--- src/rtl/rr_select_arbiter4_pkg.sv ---
// Shared types and constants for the four-channel round-robin select arbiter.
package rr_select_arbiter4_pkg;

    localparam int NCH  = 4;
    localparam int SELW = 2;

    typedef enum logic {
        IDLE = 1'b0,
        BUSY = 1'b1
    } state_t;

    function automatic logic [NCH-1:0] onehot(input logic [SELW-1:0] idx);
        return NCH'(1) << idx;
    endfunction

endpackage

--- src/rtl/rr_select_arbiter4_pick.sv ---
// Combinational round-robin picker: first set bit of req scanning ptr, ptr+1, ... mod 4.
module rr_pick4
    import rr_select_arbiter4_pkg::*;
(
    input  logic [NCH-1:0]  req,
    input  logic [SELW-1:0] ptr,
    output logic [SELW-1:0] idx,
    output logic            found
);

    logic [SELW-1:0] cand;

    // NOTE: every output of an always_comb gets a default first so no path infers a latch.
    always_comb begin
        idx   = '0;
        found = 1'b0;
        cand  = '0;
        // Scanning from the farthest offset down lets the nearest requester win last.
        for (int i = NCH - 1; i >= 0; i--) begin
            cand = ptr + SELW'(i);
            if (req[cand]) begin
                idx   = cand;
                found = 1'b1;
            end
        end
    end

endmodule

--- src/rtl/rr_select_arbiter4.sv ---
// Round-robin arbiter driving the 2-bit select of a downstream 4:1 mux, with burst grants.
// Optional macro ARB_LOCK_EN adds a `lock` input that suppresses burst-expiry release.
module rr_select_arbiter4
    import rr_select_arbiter4_pkg::*;
#(
    parameter int BURST = 1
) (
    input  logic            clk,
    input  logic            reset,
`ifdef ARB_LOCK_EN
    input  logic            lock,
`endif
    input  logic [NCH-1:0]  req,
    input  logic            ready,
    output logic [SELW-1:0] sel,
    output logic [NCH-1:0]  grant,
    output logic            valid
);

    state_t          state, state_n;
    logic [SELW-1:0] ptr, ptr_n, sel_n, pick_ptr, pick_idx;
    logic [NCH-1:0]  grant_n;
    logic            valid_n, pick_found;
    logic [3:0]      burst_cnt, cnt_n;
    logic [4:0]      cnt_inc;
    logic            burst_done, lock_hold, release_now;

    rr_pick4 u_pick (
        .req   (req),
        .ptr   (pick_ptr),
        .idx   (pick_idx),
        .found (pick_found)
    );

    // NOTE: sequential state uses non-blocking assignments so every register samples pre-edge values.
    always_ff @(posedge clk or posedge reset) begin
        if (reset) begin
            state     <= IDLE;
            ptr       <= '0;
            sel       <= '0;
            grant     <= '0;
            valid     <= 1'b0;
            burst_cnt <= '0;
        end else begin
            state     <= state_n;
            ptr       <= ptr_n;
            sel       <= sel_n;
            grant     <= grant_n;
            valid     <= valid_n;
            burst_cnt <= cnt_n;
        end
    end

    always_comb begin
        state_n     = state;
        ptr_n       = ptr;
        sel_n       = sel;
        grant_n     = grant;
        valid_n     = valid;
        cnt_n       = burst_cnt;
        release_now = 1'b0;
`ifdef ARB_LOCK_EN
        lock_hold   = lock;
`else
        lock_hold   = 1'b0;
`endif
        // On release the releasing channel becomes last priority.
        pick_ptr    = (state == BUSY) ? sel + SELW'(1) : ptr;
        cnt_inc     = {1'b0, burst_cnt} + 5'd1;
        burst_done  = (cnt_inc >= 5'(BURST));

        case (state)
            IDLE: begin
                if (pick_found) begin
                    state_n = BUSY;
                    sel_n   = pick_idx;
                    grant_n = onehot(pick_idx);
                    valid_n = 1'b1;
                    cnt_n   = '0;
                end
            end
            BUSY: begin
                if (!req[sel]) begin
                    release_now = 1'b1;
                end else if (ready) begin
                    if (burst_done && !lock_hold) release_now = 1'b1;
                    else cnt_n = burst_done ? 4'(BURST) : cnt_inc[3:0];
                end

                if (release_now) begin
                    ptr_n = sel + SELW'(1);
                    cnt_n = '0;
                    if (pick_found) begin
                        sel_n   = pick_idx;
                        grant_n = onehot(pick_idx);
                    end else begin
                        state_n = IDLE;
                        grant_n = '0;
                        valid_n = 1'b0;
                    end
                end
            end
            default: state_n = IDLE;
        endcase
    end

endmodule

--- config.mk ---
export PLATFORM = sky130hd
export DESIGN_NAME = rr_select_arbiter4
export DESIGN_NICKNAME = d
export VERILOG_FILES = /design/src/rtl/rr_select_arbiter4_pkg.sv /design/src/rtl/rr_select_arbiter4_pick.sv /design/src/rtl/rr_select_arbiter4.sv
export SDC_FILE = /design/constraint.sdc
export NUM_CORES = 1
export LEC_CHECK = 0
export CORE_UTILIZATION = 35
export DETAILED_ROUTE_END_ITERATION = 10
export GPL_TIMING_DRIVEN = 0
export REMOVE_ABC_BUFFERS = 1
export SLEW_MARGIN = 20
export SYNTH_ARGS = -nofsm -noshare
export SYNTH_HDL_FRONTEND = slang
export SYNTH_SLANG_ARGS = --single-unit
--- constraint.sdc ---
create_clock -name clk -period 2.4 [get_ports clk]
set_clock_uncertainty 0.15 [all_clocks]
set_input_delay 0.48 -clock clk [delete_from_list [all_inputs] [get_ports clk]]
set_output_delay 0.48 -clock clk [all_outputs]
set_load 0.05 [all_outputs]
=== Word level (Yosys, flattened, before mapping) ===
Index checks and enable logic that the tools add are counted.

* Register bits after elaboration: 14
* Logic and storage cells: 72
* Output and inout port bits: 7

* Add/subtract/negate cells: 5
* Shift operators: 1
* Reduce and logical (&&, ||, !) cells: 4
* Mux-type cells: 43
* Bitwise gates (word level): 1
* Eq/ne operators: 6
* Magnitude comparators: 6

{| class="wikitable"
|+ Operator list
! cell !! number
|-
| $mux W4 || 8
|-
| $mux W1 || 18
|-
| $pmux W4 S2 || 2
|-
| $lt A2 B3 Y1 const B || 5
|-
| $mux W2 || 7
|-
| $bmux W1 S2 || 5
|-
| $ne A3 B2 Y1 const B || 2
|-
| $add A4 B1 Y5 const B || 1
|-
| $ge A5 B1 Y1 const B || 1
|-
| $add A2 B1 Y2 const B || 2
|-
| $add A2 B2 Y2 const B || 2
|-
| $ne A2 B2 Y1 const B || 2
|-
| $pmux W1 S2 || 2
|-
| $pmux W2 S2 || 1
|-
| $reduce_and A2 Y1 || 2
|-
| $reduce_and A4 Y1 || 1
|-
| $shl A1 B2 Y4 const A || 1
|-
| $ne A3 B1 Y1 const B || 1
|-
| $reduce_and A3 Y1 || 1
|-
| $ne A2 B1 Y1 const B || 1
|-
| $not A1 Y1 || 1
|}

=== Depth between registers and ports, before layout ===
* Depth in word-level cells: 13
* Depth in mapped cells: 7
* Depth with buffers taken out: 7

=== Modules after synthesis ===
A second synthesis with hierarchy kept.

* Cells, all modules: 72
* Area, all modules: 748.2 um^2

{| class="wikitable"
|+ By module, submodules not included
! module !! area each (um^2) !! cells each !! instances
|-
| rr_select_arbiter4 || 670.6 || 59 || 1
|-
| rr_pick4 || 77.6 || 13 || 1
|}

=== Least setup slack after synthesis ===
No wires, ideal clock.

* Path kind: register -> register
* From: register sel[0]
* To: register ptr[1]
* Path buffers: 1
* Arrival time: 1.716 ns
* Stages on the path, launching flop included: 6
* Clock period less this slack: 1.994 ns
* Path slack: 0.406 ns
* Data required time: 2.123 ns
* Cells stage by stage: dfrtp_1 buf_4 mux2_4 o211ai_2 nand2_1 mux2_1

* Word-level cells in the longest chain between the ends: 5
* Elaborated cells between the ends (all ways): 6

{| class="wikitable"
|+ Ends and longest elaborated chain
! item !! RTL line !! source
|-
| start, declared || rr_select_arbiter4.sv:15 || <nowiki>output logic [SELW-1:0] sel,</nowiki>
|-
| start signal, assigned || rr_select_arbiter4.sv:47 || <nowiki>sel <= sel_n;</nowiki>
|-
| $bmux W1 S2 || rr_select_arbiter4.sv:83 || <nowiki>if (!req[sel]) begin</nowiki>
|-
| $mux W1 (implied by the code) || rr_select_arbiter4.sv:83 ||
|-
| $mux W1 || rr_select_arbiter4.sv:83 ||
|-
| $mux W1 || rr_select_arbiter4.sv:72 || <nowiki>case (state)</nowiki>
|-
| $reduce_and A2 Y1 (no source line) || -- ||
|-
| end signal, assigned || rr_select_arbiter4.sv:46 || <nowiki>ptr <= ptr_n;</nowiki>
|-
| end, declared || rr_select_arbiter4.sv:21 || <nowiki>logic [SELW-1:0] ptr, ptr_n, sel_n, pick_ptr, pick_idx;</nowiki>
|}

Several ways; a longest one is shown, not always the timed one. The select of a mux whose other input is x is not followed.
A chain may end at the register's enable or synchronous reset.

=== Final worst setup path ===
* From: register grant[1]
* To: output grant[1]

{| class="wikitable"
|+ RTL lines
! item !! RTL line !! source
|-
| start, declared || rr_select_arbiter4.sv:16 || <nowiki>output logic [NCH-1:0] grant,</nowiki>
|-
| start signal, assigned || rr_select_arbiter4.sv:48 || <nowiki>grant <= grant_n;</nowiki>
|}

No word-level cell between the ends.

==> results.md <==
- Status: finished clean
- Sequential power share: 0.346
- FMAX: between 400 and 500 MHz
- Clock power share: 0.154
- Worst slew pin tran: approximately 0.55 ns
- Max Cap Violations: 0
- Worst EP arrival: ~1.5 ns
- Crit path largest cell delay: between 0.8 and 0.9 ns
- Detail Placement HPWL: around 1300 um
- DR WL/cell: about 13 um
- Lkg Pwr: 0.490 nW
- CTS Hold Buffers Added: 0
- Int Pwr: ~0.63 mW
- Final setup fails: 0
- Setup ws final: around 0.32 ns
- Drt first pass iters: 4
- H-tree levels: 1
- Layout Nets: 113
- CTS max path bufs: 2
- P&R area growth vs syn: 21.5%
- Final setup TNS: 0 ns
- Root buf cell: clkbuf_4
- CTS Buf Count: 3
- RSZ-0062 raised after global routing: false
- Initial antenna violation count: 0
- Power Dens Cells: 1100 nW/um^2
- Crit share post-route: 0.869
- Fin crit period: about 2.1 ns
- # clock sinks: 14
- Sw frac: 0.449
- WL final: around 1700 um
- Synth Cell Area: 850 sq um
- Layout cells sized above 1: 0.0882
- Crit path capture type: output port
- Setup bufs post-CTS: 0
- Initial Util: 0.377
- Die width: 51.3 um
- Die ar.: 2630 sq um
- Worst Hold Class: reg -> reg
- CP Data Required Time: around 1.8 ns
- Worst-path cell chain: clkdlybuf4s50_1
- Net switching power: between 0.5 and 0.6 mW
- Utilization of the core after routing: 0.458
- Port Buffers: 13
- First-pass GRT wire length: between 3000 and 4000 um
- Vias per Instance: between 5 and 6
- Reg area: between 300 and 400 sq um
- CTS tree: done
- Post-Place Worst Slack: roughly 0.14 ns
- GRT Residual Overflow: 0
- Worst-Skew Late Latency: approximately 0.28 ns
- Die Y: 51.3 um
- Multi-input gate area: between 400 and 500 sq um
- Slowest-stage cell, CP: clkdlybuf4s50_1
- Yosys top cell area share: 0.412
- Syn Area/Cell: approximately 9.7 sq um
- Synth Instances: approximately 90
- Clock Pin Slew Worst Setup and Hold Paths: 0.10 ns
- Syn. warnings: 0
- DRC violations left: 0
- Sequential share of the synthesized area: 0.412
- Cell variety after synth: 37
- # rows: 17
- Delay-heaviest family, CP: buffers and inverters
- Final Max Tran Viols: 0
- CP Max Fanout: 2
- Comb power frac: 0.500
- Startpoint Class: flip-flop
- Worst slew margin: 0.633
- Antenna-violating nets left: 0
- Worst path bufs/invs: 1
- ANT cells: 0
- DR vias: around 680
- Setup CP Type: reg -> out
- Seq cells post-synth: 14
- DRT iter0 DRCs: 6
- Pin count of the biggest net entering global routing: 15
- Post-synth top area cell: dfrtp_1
- # IOs: 14
- Fillers: between 200 and 250
- Final Hold Vio Count: 0
- Main area contributors after synthesis: dfrtp_1 41%, ha_1 4.4%, a22o_1 4.1%
- Peak supply drop: about 650 uV
- All-Layer GR Usage: 0.156
- Gpl congestion: 0.767
- Core area: between 2000 and 2500 sq um
- Number of global-route vias before repair: between 700 and 800
- Total Power: 1.14 mW
## worst register-to-register path, delay by kind of cell, from the launching register on
family | cells | cell delay [ns]
multiplexers | 1 | 0.32
buffers and inverters | 1 | 0.07
flip-flops | 1 | 0.38
adder cells (fa/ha/maj) | 1 | 0.30
AO/OA/AOI/OAI | 2 | 0.36
AND/OR/NAND/NOR | 2 | 0.38
## worst paths after layout
check / start / end / slack [ns] / depth (start not counted)
max: grant[1] / grant[1] / 0.32 / 1
min: valid / valid / 0.35 / 1
max reg2reg: burst_cnt[0] / ptr[1] / 0.36 / 7
min reg2reg: valid / valid / 0.35 / 1
max in group asynchronous: reset / burst_cnt[2] / 1.35 / 2
min in group asynchronous: reset / grant[1] / 0.38 / 2
## layer usage
layer  routed length, um  track usage  up-vias
met2                 829        0.257       11
met4                  13       0.0405        0
met5                   0            0        -
met1                 859        0.217      326
met3                  42       0.0179        2
li1                    -            -      342
## cell families after synthesis
logic type / Yosys count / share of synthesized area
and+or+nand+nor: 32 / 0.214
AOI/OAI and AO/OA: 23 / 0.202
DFF: 14 / 0.412
buffers and inverters: 11 / 0.0633
muxes: 4 / 0.0545
adders and majority gates: 3 / 0.0442
xor gates and xnor gates: 1 / 0.0103
## cells in the final DEF (no fill, tap or decap), drive strengths merged, types with 2 or more instances in the layout
| cell | instances |
|---|---|
| a21oi | 2 |
| a22o | 4 |
| a31oi | 2 |
| and3b | 2 |
| clkbuf | 4 |
| clkdlybuf4s50 | 11 |
| dfrtp | 14 |
| dlymetal6s2s | 2 |
| ha | 3 |
| inv | 8 |
| mux2 | 2 |
| mux2i | 2 |
| nand2 | 9 |
| nor2 | 7 |
| nor2b | 4 |
| nor3b | 4 |
| o211ai | 2 |
| o21ai | 4 |
| o2bb2ai | 3 |
| or2 | 2 |
## power by group through the flow
| stage | sequential (mW) | combinational (mW) | clock (mW) |
|---|---|---|---|
| after floorplan | 0.527 | 0.268 | 0 |
| after global routing | 0.408 | 0.611 | 0.189 |
| after global placement | 0.398 | 0.562 | 0 |
| after CTS | 0.394 | 0.572 | 0.176 |
| final | 0.394 | 0.568 | 0.175 |
| after detailed placement | 0.398 | 0.568 | 0 |
## registers in the layout (all words and copies together), names as in the netlist
register,flops
valid,1
state,1
burst_cnt,4
sel,2
grant,4
ptr,2
## through the flow
stage	hold WS (ns)	area [sq um]	cells
floorplan	0.219	826	85
global placement	0.333	991	126
detailed placement	0.332	991	126
CTS	0.360	1030	130
global route	0.387	1030	130
finish	0.353	1030	130
## Yosys cell counts
library cell  number
nor3b_1            3
nor3b_2            1
o211ai_2           1
a21boi_1           1
ha_1               3
o22a_1             1
a22o_1             4
nand2_1            8
nand2_2            1
buf_6              1
a21o_1             1
o21ai_1            1
or2_1              1
inv_1              8
o22ai_1            1
a41oi_1            1
mux2i_1            2
o221ai_1           1
a31oi_1            2
o2bb2ai_1          3
o211ai_1           1
mux2_1             1
nor2_1             7
nand4_1            1
nor2b_1            4
a21oi_1            2
dfrtp_1           14
and4_1             1
mux2_4             1
and3b_1            2
o21ai_0            3
buf_2              1
nor3_1             1
or2_2              1
xor2_1             1
buf_4              1
nor4b_1            1
## final cells by class
type	count	area share
well taps	28	0.0339
inverters	8	0.0291
multi-input cells	63	0.432
flip-flops and latches	14	0.339
clock buffers	4	0.0352
repair buffers	13	0.131
## what timing repair did
item	in CTS	in global routing
hold endpoints to repair	0	0
endpoints found under the setup margin	0	2
gates resized for setup	0	2
Note: power is estimated with default switching activity, not from simulation.
